==> src/rtl/ddr_test_pkg.sv <==
// Shared types and constants for the DDR AXI pattern tester.
package ddr_test_pkg;

  typedef enum logic [2:0] {
    ST_IDLE,
    ST_WR_ADDR,
    ST_WR_DATA,
    ST_WR_RESP,
    ST_RD_ADDR,
    ST_RD_DATA,
    ST_CHECK,
    ST_DONE
  } state_e;

  localparam logic [1:0] ABURST_INCR = 2'b01;
  localparam logic       ATYPE_WR    = 1'b1;
  localparam logic       ATYPE_RD    = 1'b0;

  // AXI size code is log2 of the number of bytes per beat.
  function automatic logic [2:0] asizeFromWidth(input int dataW);
    return 3'($clog2(dataW / 8));
  endfunction

endpackage

==> src/rtl/ddr_pattern_gen.sv <==
// Deterministic test pattern: lane i of global beat k is seed + k*lanes + i.
module ddr_pattern_gen
  import ddr_test_pkg::*;
#(
  parameter int DATA_W = 256
) (
  input  logic [31:0]       seed_i,
  input  logic [31:0]       beatKey_i,
  output logic [DATA_W-1:0] word_o
);

  localparam int LANES = DATA_W / 32;

  // Build every 32-bit lane from the seed and the global beat index.
  always_comb begin
    word_o = '0;
    for (int i = 0; i < LANES; i++) begin
      word_o[i*32 +: 32] = seed_i + beatKey_i * 32'(LANES) + 32'(i);
    end
  end

endmodule

==> src/rtl/ddr_axi_pattern_tester.sv <==
// Writes BurstNum INCR bursts of a seeded pattern to DDR port 0, reads them
// back, and reports error count and the first failing byte address.
module ddr_axi_pattern_tester
  import ddr_test_pkg::*;
#(
  parameter int               DATA_W    = 256,
  parameter int               ADDR_W    = 32,
  parameter int               BURST_LEN = 16,
  parameter logic [ADDR_W-1:0] BASE_ADDR = '0
) (
  input  logic                Axi0Clk,
  input  logic                Axi0Rstn,
  input  logic                Start,
  input  logic [31:0]         PatSeed,
  input  logic [15:0]         BurstNum,
  output logic                DdrCtrl_AVALID,
  input  logic                DdrCtrl_AREADY,
  output logic [ADDR_W-1:0]   DdrCtrl_AADDR,
  output logic                DdrCtrl_ATYPE,
  output logic [7:0]          DdrCtrl_ALEN,
  output logic [2:0]          DdrCtrl_ASIZE,
  output logic [1:0]          DdrCtrl_ABURST,
  output logic [1:0]          DdrCtrl_ALOCK,
  output logic [7:0]          DdrCtrl_AID,
  output logic [7:0]          DdrCtrl_WID,
  output logic                DdrCtrl_WVALID,
  input  logic                DdrCtrl_WREADY,
  output logic [DATA_W-1:0]   DdrCtrl_WDATA,
  output logic [DATA_W/8-1:0] DdrCtrl_WSTRB,
  output logic                DdrCtrl_WLAST,
  input  logic                DdrCtrl_BVALID,
  output logic                DdrCtrl_BREADY,
  input  logic [7:0]          DdrCtrl_BID,
  input  logic                DdrCtrl_RVALID,
  output logic                DdrCtrl_RREADY,
  input  logic [DATA_W-1:0]   DdrCtrl_RDATA,
  input  logic                DdrCtrl_RLAST,
  input  logic [1:0]          DdrCtrl_RRESP,
  input  logic [7:0]          DdrCtrl_RID,
  output logic                Busy,
  output logic                Done,
  output logic                Pass,
  output logic [15:0]         ErrCnt,
  output logic [ADDR_W-1:0]   ErrAddr
);

  localparam int         BEAT_BYTES  = DATA_W / 8;
  localparam int         BURST_BYTES = BURST_LEN * BEAT_BYTES;
  localparam logic [7:0] LAST_BEAT   = 8'(BURST_LEN - 1);

  state_e              state_q, state_d;
  logic [15:0]         burstIdx_q, burstIdx_d;
  logic [7:0]          beatIdx_q, beatIdx_d;
  logic [31:0]         seed_q, seed_d;
  logic [15:0]         burstNum_q, burstNum_d;
  logic [15:0]         errCnt_q, errCnt_d;
  logic [ADDR_W-1:0]   errAddr_q, errAddr_d;

  logic [ADDR_W-1:0]   burstAddr;
  logic [ADDR_W-1:0]   beatAddr;
  logic [31:0]         beatKey;
  logic                lastBeat;
  logic                lastBurst;
  logic                beatErr;
  logic [DATA_W-1:0]   wrWord;
  logic [DATA_W-1:0]   expWord;
  logic                unusedIds;

  assign burstAddr = BASE_ADDR + ADDR_W'(64'(burstIdx_q) * 64'(BURST_BYTES));
  assign beatAddr  = burstAddr + ADDR_W'(32'(beatIdx_q) * 32'(BEAT_BYTES));
  assign beatKey   = 32'(burstIdx_q) * 32'(BURST_LEN) + 32'(beatIdx_q);
  assign lastBeat  = (beatIdx_q == LAST_BEAT);
  assign lastBurst = (burstIdx_q == burstNum_q - 16'd1);
  assign unusedIds = ^{DdrCtrl_BID, DdrCtrl_RID};

  ddr_pattern_gen #(.DATA_W(DATA_W)) uWrGen (
    .seed_i    (seed_q),
    .beatKey_i (beatKey),
    .word_o    (wrWord)
  );

  ddr_pattern_gen #(.DATA_W(DATA_W)) uRdGen (
    .seed_i    (seed_q),
    .beatKey_i (beatKey),
    .word_o    (expWord)
  );

  assign beatErr = (DdrCtrl_RDATA != expWord) || (DdrCtrl_RRESP != 2'b00) ||
                   (DdrCtrl_RLAST != lastBeat);

  assign DdrCtrl_AVALID = (state_q == ST_WR_ADDR) || (state_q == ST_RD_ADDR);
  assign DdrCtrl_AADDR  = burstAddr;
  assign DdrCtrl_ATYPE  = (state_q == ST_WR_ADDR) ? ATYPE_WR : ATYPE_RD;
  assign DdrCtrl_ALEN   = LAST_BEAT;
  assign DdrCtrl_ASIZE  = asizeFromWidth(DATA_W);
  assign DdrCtrl_ABURST = ABURST_INCR;
  assign DdrCtrl_ALOCK  = 2'b00;
  assign DdrCtrl_AID    = 8'd0;
  assign DdrCtrl_WID    = 8'd0;
  assign DdrCtrl_WVALID = (state_q == ST_WR_DATA);
  assign DdrCtrl_WDATA  = wrWord;
  assign DdrCtrl_WSTRB  = '1;
  assign DdrCtrl_WLAST  = (state_q == ST_WR_DATA) && lastBeat;
  assign DdrCtrl_BREADY = (state_q == ST_WR_RESP);
  assign DdrCtrl_RREADY = (state_q == ST_RD_DATA);

  assign Busy    = (state_q != ST_IDLE) && (state_q != ST_DONE);
  assign Done    = (state_q == ST_DONE);
  assign Pass    = Done && (errCnt_q == 16'd0);
  assign ErrCnt  = errCnt_q;
  assign ErrAddr = errAddr_q;

  // Sequencer: step through write bursts, read bursts, then score each read beat.
  always_comb begin
    state_d    = state_q;
    burstIdx_d = burstIdx_q;
    beatIdx_d  = beatIdx_q;
    seed_d     = seed_q;
    burstNum_d = burstNum_q;
    errCnt_d   = errCnt_q;
    errAddr_d  = errAddr_q;
    case (state_q)
      ST_IDLE, ST_DONE: begin
        if (Start) begin
          seed_d     = PatSeed;
          burstNum_d = BurstNum;
          burstIdx_d = 16'd0;
          beatIdx_d  = 8'd0;
          errCnt_d   = 16'd0;
          errAddr_d  = '0;
          state_d    = (BurstNum == 16'd0) ? ST_DONE : ST_WR_ADDR;
        end
      end
      ST_WR_ADDR: begin
        if (DdrCtrl_AREADY) begin
          beatIdx_d = 8'd0;
          state_d   = ST_WR_DATA;
        end
      end
      ST_WR_DATA: begin
        if (DdrCtrl_WREADY) begin
          if (lastBeat) begin
            beatIdx_d = 8'd0;
            state_d   = ST_WR_RESP;
          end else begin
            beatIdx_d = beatIdx_q + 8'd1;
          end
        end
      end
      ST_WR_RESP: begin
        if (DdrCtrl_BVALID) begin
          if (lastBurst) begin
            burstIdx_d = 16'd0;
            state_d    = ST_RD_ADDR;
          end else begin
            burstIdx_d = burstIdx_q + 16'd1;
            state_d    = ST_WR_ADDR;
          end
        end
      end
      ST_RD_ADDR: begin
        if (DdrCtrl_AREADY) begin
          beatIdx_d = 8'd0;
          state_d   = ST_RD_DATA;
        end
      end
      ST_RD_DATA: begin
        if (DdrCtrl_RVALID) begin
          if (beatErr) begin
            if (errCnt_q == 16'd0) begin
              errAddr_d = beatAddr;
            end
            if (errCnt_q != 16'hFFFF) begin
              errCnt_d = errCnt_q + 16'd1;
            end
          end
          if (lastBeat) begin
            beatIdx_d = 8'd0;
            if (lastBurst) begin
              state_d = ST_CHECK;
            end else begin
              burstIdx_d = burstIdx_q + 16'd1;
              state_d    = ST_RD_ADDR;
            end
          end else begin
            beatIdx_d = beatIdx_q + 8'd1;
          end
        end
      end
      ST_CHECK: state_d = ST_DONE;
      default:  state_d = ST_IDLE;
    endcase
  end

  // State, counters and registered compare results.
  always_ff @(posedge Axi0Clk or negedge Axi0Rstn) begin
    if (!Axi0Rstn) begin
      state_q    <= ST_IDLE;
      burstIdx_q <= 16'd0;
      beatIdx_q  <= 8'd0;
      seed_q     <= 32'd0;
      burstNum_q <= 16'd0;
      errCnt_q   <= 16'd0;
      errAddr_q  <= '0;
    end else begin
      state_q    <= state_d;
      burstIdx_q <= burstIdx_d;
      beatIdx_q  <= beatIdx_d;
      seed_q     <= seed_d;
      burstNum_q <= burstNum_d;
      errCnt_q   <= errCnt_d;
      errAddr_q  <= errAddr_d;
    end
  end

endmodule

==> config.mk <==
export PLATFORM = sky130hd
export DESIGN_NAME = ddr_axi_pattern_tester
export DESIGN_NICKNAME = d
export VERILOG_FILES = /design/src/rtl/ddr_test_pkg.sv /design/src/rtl/ddr_pattern_gen.sv /design/src/rtl/ddr_axi_pattern_tester.sv
export SDC_FILE = /design/constraint.sdc
export NUM_CORES = 1
export LEC_CHECK = 0
export CORE_AREA = 2 2 290 292
export CTS_CLUSTER_SIZE = 20
export DETAILED_ROUTE_END_ITERATION = 7
export DIE_AREA = 0 0 292 294
export DONT_BUFFER_PORTS = 1
export GPL_TIMING_DRIVEN = 0
export PLACE_DENSITY = 0.35
export SLEW_MARGIN = 20
export SYNTH_ARGS = -nofsm -noshare
export SYNTH_HDL_FRONTEND = slang
export SYNTH_SLANG_ARGS = --single-unit
==> constraint.sdc <==
create_clock -name Axi0Clk -period 9 [get_ports Axi0Clk]
set_input_delay 1.8 -clock Axi0Clk [delete_from_list [all_inputs] [get_ports Axi0Clk]]
set_output_delay 1.8 -clock Axi0Clk [all_outputs]
set_load 0.005 [all_outputs]
# Yosys cells after proc, flatten, opt, wreduce, memory -nomap -nowiden
# Cells that the tools add are included.
# word_totals
in_bits	330
output_inout_bits	408
mem_bits_ro	0
latch_bits	0
mem_count	0
ram_bits	0
ff_bits	123
word_cells	104
# classes
n_eq_ne	26
shift	0
div	0
n_mux	35
order_cmp	0
reduce_logical	22
n_addsub	14
multipliers	0
n_bitwise	0
# ops
operator	n
inequality test 256 bit	1
two-way mux 16 bit	9
adder 32 x 3 -> 32 bit (second input constant)	4
two-way mux 32 bit	4
adder 32 x 2 -> 32 bit (second input constant)	2
one-hot mux 32 bit (2 select lines)	1
one-hot mux 16 bit (3 select lines)	1
two-way mux 8 bit	5
adder 16 x 1 -> 16 bit (second input constant)	2
adder 32 x 1 -> 32 bit (second input constant)	1
adder 32 x 24 -> 32 bit	1
zero test 16 bit	2
one-hot mux 16 bit (2 select lines)	1
one-hot mux 8 bit (4 select lines)	1
two-way mux 3 bit	10
adder 25 x 13 -> 26 bit	1
adder 20 x 8 -> 21 bit	1
one-hot mux 3 bit (7 select lines)	1
== test 16 bit	1
inequality test 16 bit (second input constant)	1
subtractor 16 x 1 -> 16 bit (second input constant)	1
AND reduction 5 bit	3
inequality test 2 x 1 -> 1 bit (second input constant)	7
== test 3 bit (second input constant)	4
19 further kinds	32

# Depth between registers and ports, before layout
# depth
word_depth	9
ltp_mapped	29
depth_no_buf	25

# Cells and area by module
# From an unflattened synthesis, not the netlist that was laid out.
# hier_totals
cells_unflattened	2968
hier_area_um2	21514.4
# by_module_without_submodules
module	seq_area_each_um2	area_per_inst_um2	instances	cells_per_inst
ddr_axi_pattern_tester	2802.7	10177.3	1	1261
ddr_pattern_gen at uRdGen	0.0	5679.2	1	847
ddr_pattern_gen at uWrGen	0.0	5657.9	1	860

# Least setup slack after synthesis
# No wires, ideal clock.
# synth_timing
kind	reg2out
startpoint	register burstIdx_q[0]
endpoint	output DdrCtrl_WDATA[63]
required_time_ps	7200
path_slack_ps	2122
path_buffers	2
stages_incl_launch_ff	20
arrival_time_ps	5078
cell_sequence	dfrtp_1 ha_1 fa_1 a21o_1 a21oi_1 nor2_1 and2_1 and3_1 ha_1 clkbuf_1 o21ai_0 o21a_1 or3_1 o311a_1 or2_0 buf_2 or3b_1 or4_1 nor3_1 xnor2_1
# synth_via
elab_chain_len	3
# synth_lines
item	line_no	rtl
start: declaration	ddr_axi_pattern_tester.sv:52	logic [15:0] burstIdx_q, burstIdx_d;
start signal: assignment	ddr_axi_pattern_tester.sv:207	burstIdx_q <= burstIdx_d;
adder 20 x 8 -> 21 bit	ddr_axi_pattern_tester.sv:71	assign beatKey = 32'(burstIdx_q) * 32'(BURST_LEN) + 32'(beatIdx_q);
adder 32 x 24 -> 32 bit	ddr_pattern_gen.sv:18	word_o[i*32 +: 32] = seed_i + beatKey_i * 32'(LANES) + 32'(i);
adder 32 x 1 -> 32 bit	ddr_pattern_gen.sv:18	
end: declaration	ddr_axi_pattern_tester.sv:28	output logic [DATA_W-1:0] DdrCtrl_WDATA,
# Every way passes these cells.

# Final worst setup path
# layout_timing
startpoint	register beatIdx_q[0]
endpoint	register errCnt_q[3], in the netlist ErrCnt[3]
# layout_via
elab_chain_len	8
word_cells_on_any_way	16
cone_classes	add/sub (9); eq/ne (4); reduce/logical (3)
# layout_lines
item	line_no	rtl
start: declaration	ddr_axi_pattern_tester.sv:53	logic [7:0] beatIdx_q, beatIdx_d;
start signal: assignment	ddr_axi_pattern_tester.sv:208	beatIdx_q <= beatIdx_d;
adder 20 x 8 -> 21 bit (*)	ddr_axi_pattern_tester.sv:71	
adder 32 x 24 -> 32 bit (*)	n/a	
via DdrCtrl_WDATA[4]	ddr_axi_pattern_tester.sv:28	
adder 32 x 1 -> 32 bit (tied with other cells)	ddr_pattern_gen.sv:18	
inequality test 256 bit (*)	ddr_axi_pattern_tester.sv:88	assign beatErr = (DdrCtrl_RDATA != expWord) || (DdrCtrl_RRESP != 2'b00) ||
logical OR 1 bit (*) (2 in series)	ddr_axi_pattern_tester.sv:88	
inequality test 2 x 1 -> 1 bit (no line) (*)	n/a	
AND reduction 5 bit (no line) (*)	n/a	
end signal: assignment	ddr_axi_pattern_tester.sv:211	errCnt_q <= errCnt_d;
end: declaration	ddr_axi_pattern_tester.sv:56	logic [15:0] errCnt_q, errCnt_d;
# Mark *: on every way through the listed nets, which the timed path passes. The rest lies on a longest branch.
# A chain may end at the register's enable or synchronous reset.

==> flow_summary_export.csv <==
group,metric,value,unit
placement,numPortBuffers,0,
synth,async_flop_share,1.00,
placement,gp_congestion,0.986,
sta,hold_viol_final,0,
outcome,status,"finished, final reports clean",
cells_and_area,final_common_cell,"xnor2_1",
clock_network,cts_max_level,3,
setup_path,crit_required,9.25,ns
sta,clock.fmax,0.114,GHz
synth,yosys_warnings,0,
global_routing,grt_max_degree,113,
synth,synth_top_cell_by_area,"dfrtp_1",
sta,rsz0062_at_grt,"yes",
min_path,hp-class,"flop to flop",
clock_network,clockRootBuffer,"clkbuf_16",
synth,synthFlopType,"dfrtp_1",
sta,finClkSkew,0.0183,ns
routing,wire_per_inst,34.4,um
routing,wl,130000,um
global_routing,grt.total_usage,0.289,
sta,slew_headroom,0.202,
floorplanning,start_util,0.230,
cells_and_area,areaGrowthSynthToFinish,13.5,%
sta,tightest_slew,1.19,ns
pwr,p_per_area,79.9,nW/um^2
synth,synth-edff-count,0,
setup_path,cp-start-kind,"flop",
sta,drv_slew,0,
global_routing,overflow,0,
placement,dpl.hpwl,110000,um
floorplanning,die_x,292,um
synth,synth.cell_area,19100,um^2
cells_and_area,final_design_area_no_fill,21600,um^2
synth,ys_ff_latch,112,
sta,min_period_over_period,0.976,
floorplanning,num_rows,106,
pwr,p_leak,0.00815,uW
floorplanning,die_h,294,um
cells_and_area,final_cells,3790,
setup_path,crit_arrival,9.03,ns
placement,placed_cell_area,20900,um^2
cells_and_area,mostFrequentLayoutCells,"xnor2_1, nand2_1, nor2_1",
sta,setup_viol,0,
placement,dpl.cell_count,3757,
global_routing,antenna_found_initial,22,
setup_path,rrSetupSlack,0.22,ns
clock_network,clk_pin_slew,0.09,ns
setup_path,critPathCaptureType,"flop",
floorplanning,io_pins,738,
synth,syn_inst,2580,
routing,ant_nets,0,
routing,drt_iter0_drc,2331,
routing,first_pass_iters,6,
global_routing,grt_pass1_wl,176000,um
floorplanning,core-area,82900,um^2
synth,yosysUniqueCellTypes,104,
cells_and_area,num-nets-final,3075,
routing,via_per_inst,5.71,
cells_and_area,fin_util,0.261,
routing,drc,0,
sta,min_period,8.78,ns
clock_network,numCtsBuffers,9,
clock_network,cts_tree,"yes",
setup_path,worstSetupPathType,"flop to flop",
synth,synth.top_cell.area_share,0.147,
flow_run,drv_cap,0,
synth,synthTopCellsByArea,"dfrtp_1, xnor2_1, buf_4",
synth,ys_seq_area_frac,0.147,
clock_network,clkSinkCount,112,
setup_path,crit_fanout,10,
global_routing,grt_pass1_vias,20900,
clock_network,cts_buffer_depth,2,
routing,vias,21600,
pwr,ir_drop,92.6,uV
floorplanning,die_area,85800,um^2
clock_network,ctsHoldBuffers,0,
synth,avgSynthCellArea,7.39,um^2
clock_network,clk_latency,0.39,ns
cells_and_area,drive_above_1_share,0.135,
## synth_stat cells (11+ instances only)
library cell	count
ha_1	41
nand2b_1	19
xnor2_1	312
a21oi_1	108
o211ai_1	28
dfrtp_1	112
or3_1	34
or4_1	26
xnor3_1	15
a21o_1	17
o31ai_1	26
nand4_1	87
nand3_1	119
a211oi_1	20
a22oi_1	14
nor3_1	110
buf_4	104
and2_1	15
o2111ai_1	13
a31oi_1	23
mux2i_1	36
o22ai_1	21
clkbuf_1	87
inv_1	110
or2_2	11
o21ai_1	13
nand3b_1	11
o21a_1	13
nor2_1	183
nor4_1	62
a2111oi_0	15
xor2_1	66
nand2_1	207
a211o_1	11
nor2b_1	15
and3_1	41
buf_2	31
o21ai_0	125
o221ai_1	11
mux2_2	52
inv_2	14
buf_1	14
## state kept, by name, summed over array words and instances (netlist names)
signal,cells
burstIdx_q,16
beatIdx_q,8
ErrCnt,16
seed_q,32
burstNum_q,16
ErrAddr,21
state_q,3
## kinds of logic after synthesis
kind of cell | after synthesis | share of synthesized area
xor+xnor | 396 | 0.195
other cells | 2 | 0.000394
flops | 112 | 0.147
compound gates | 557 | 0.198
mux | 88 | 0.0496
simple gates | 1013 | 0.285
buf+inv | 369 | 0.0960
fa+ha+maj | 43 | 0.0290
## final timing paths
path / startpoint / end / depth (start not counted)
min in group asynchronous: Axi0Rstn / ErrCnt[13] / 0
setup reg to reg: beatIdx_q[0] / ErrCnt[3] / 18
hold reg to reg: seed_q[13] / seed_q[13] / 1
setup / recovery: beatIdx_q[0] / ErrCnt[3] / 18
hold / removal: seed_q[13] / seed_q[13] / 1
max in group asynchronous: Axi0Rstn / ErrAddr[12] / 0
## critical path, stage by stage, from the launching register on
cell and delay, ns:
dfrtp_1 0.47, ha_1 0.29, fa_1 0.57, clkbuf_1 0.33
and2_0 0.41, o211ai_1 0.31, nor3_4 0.73, and3_1 0.25
clkbuf_1 0.60, nand4_1 0.71, or3_1 0.66, a2111oi_1 0.82
o2111ai_1 0.24, a211o_1 0.38, a2111o_1 0.43, or4_4 0.48
or3_1 0.56, and3_1 0.25, a2bb2oi_1 0.12
## routing by layer
| layer | track usage | vias up | part of all wire | routed length (um) |
|---|---|---|---|---|
| li1 | - | 9481 | - | - |
| met1 | 0.338 | 10700 | 0.38 | 50000 |
| met2 | 0.491 | 1157 | 0.47 | 61300 |
| met5 | 0 | - | 0.0014 | 185 |
| met4 | 0.137 | 28 | 0.056 | 7260 |
| met3 | 0.0773 | 281 | 0.088 | 11500 |
## through the flow
| stage | hold WS [ns] | power [uW] | setup slack, ns | TNS [ns] |
|---|---|---|---|---|
| final | 0.517 | 1730 | 0.217 | 0 |
| after global routing | 0.535 | 1840 | -0.0202 | -0.0263 |
| after CTS | 0.522 | 1750 | 0.0937 | 0 |
| after detailed placement | 0.501 | 1320 | -1.53 | -54.68 |
| after global placement | 0.500 | 1310 | -1.49 | -57.21 |
| after floorplan | 0.464 | 1090 | 2.12 | 0 |
## area by class of cell
type	instances	area (um^2)
fill	9280	61300
multi-input combinational	2187	15100
sequential	112	2800
tap	1080	1350
buffer	234	1350
inverter	131	498
timing repair buffer	27	228
clock buffer	9	225
clock inverter	7	61.3
antenna	3	7.51
## timing repair
action | in CTS | in global routing
gates cloned | 0 | 0
pin swaps | 7 | 5
setup endpoints to repair | 42 | 48
setup buffers | 10 | 8
hold endpoints to repair | 0 | 0
resized for setup | 22 | 53
## power by group
part | switching, uW | total, uW | internal [uW]
combinational | 419 | 655 | 236
clock | 218 | 412 | 194
sequential | 89.1 | 660 | 571
total | 726 | 1730 | 1000
No activity file was read; power rests on OpenSTA's default activity.
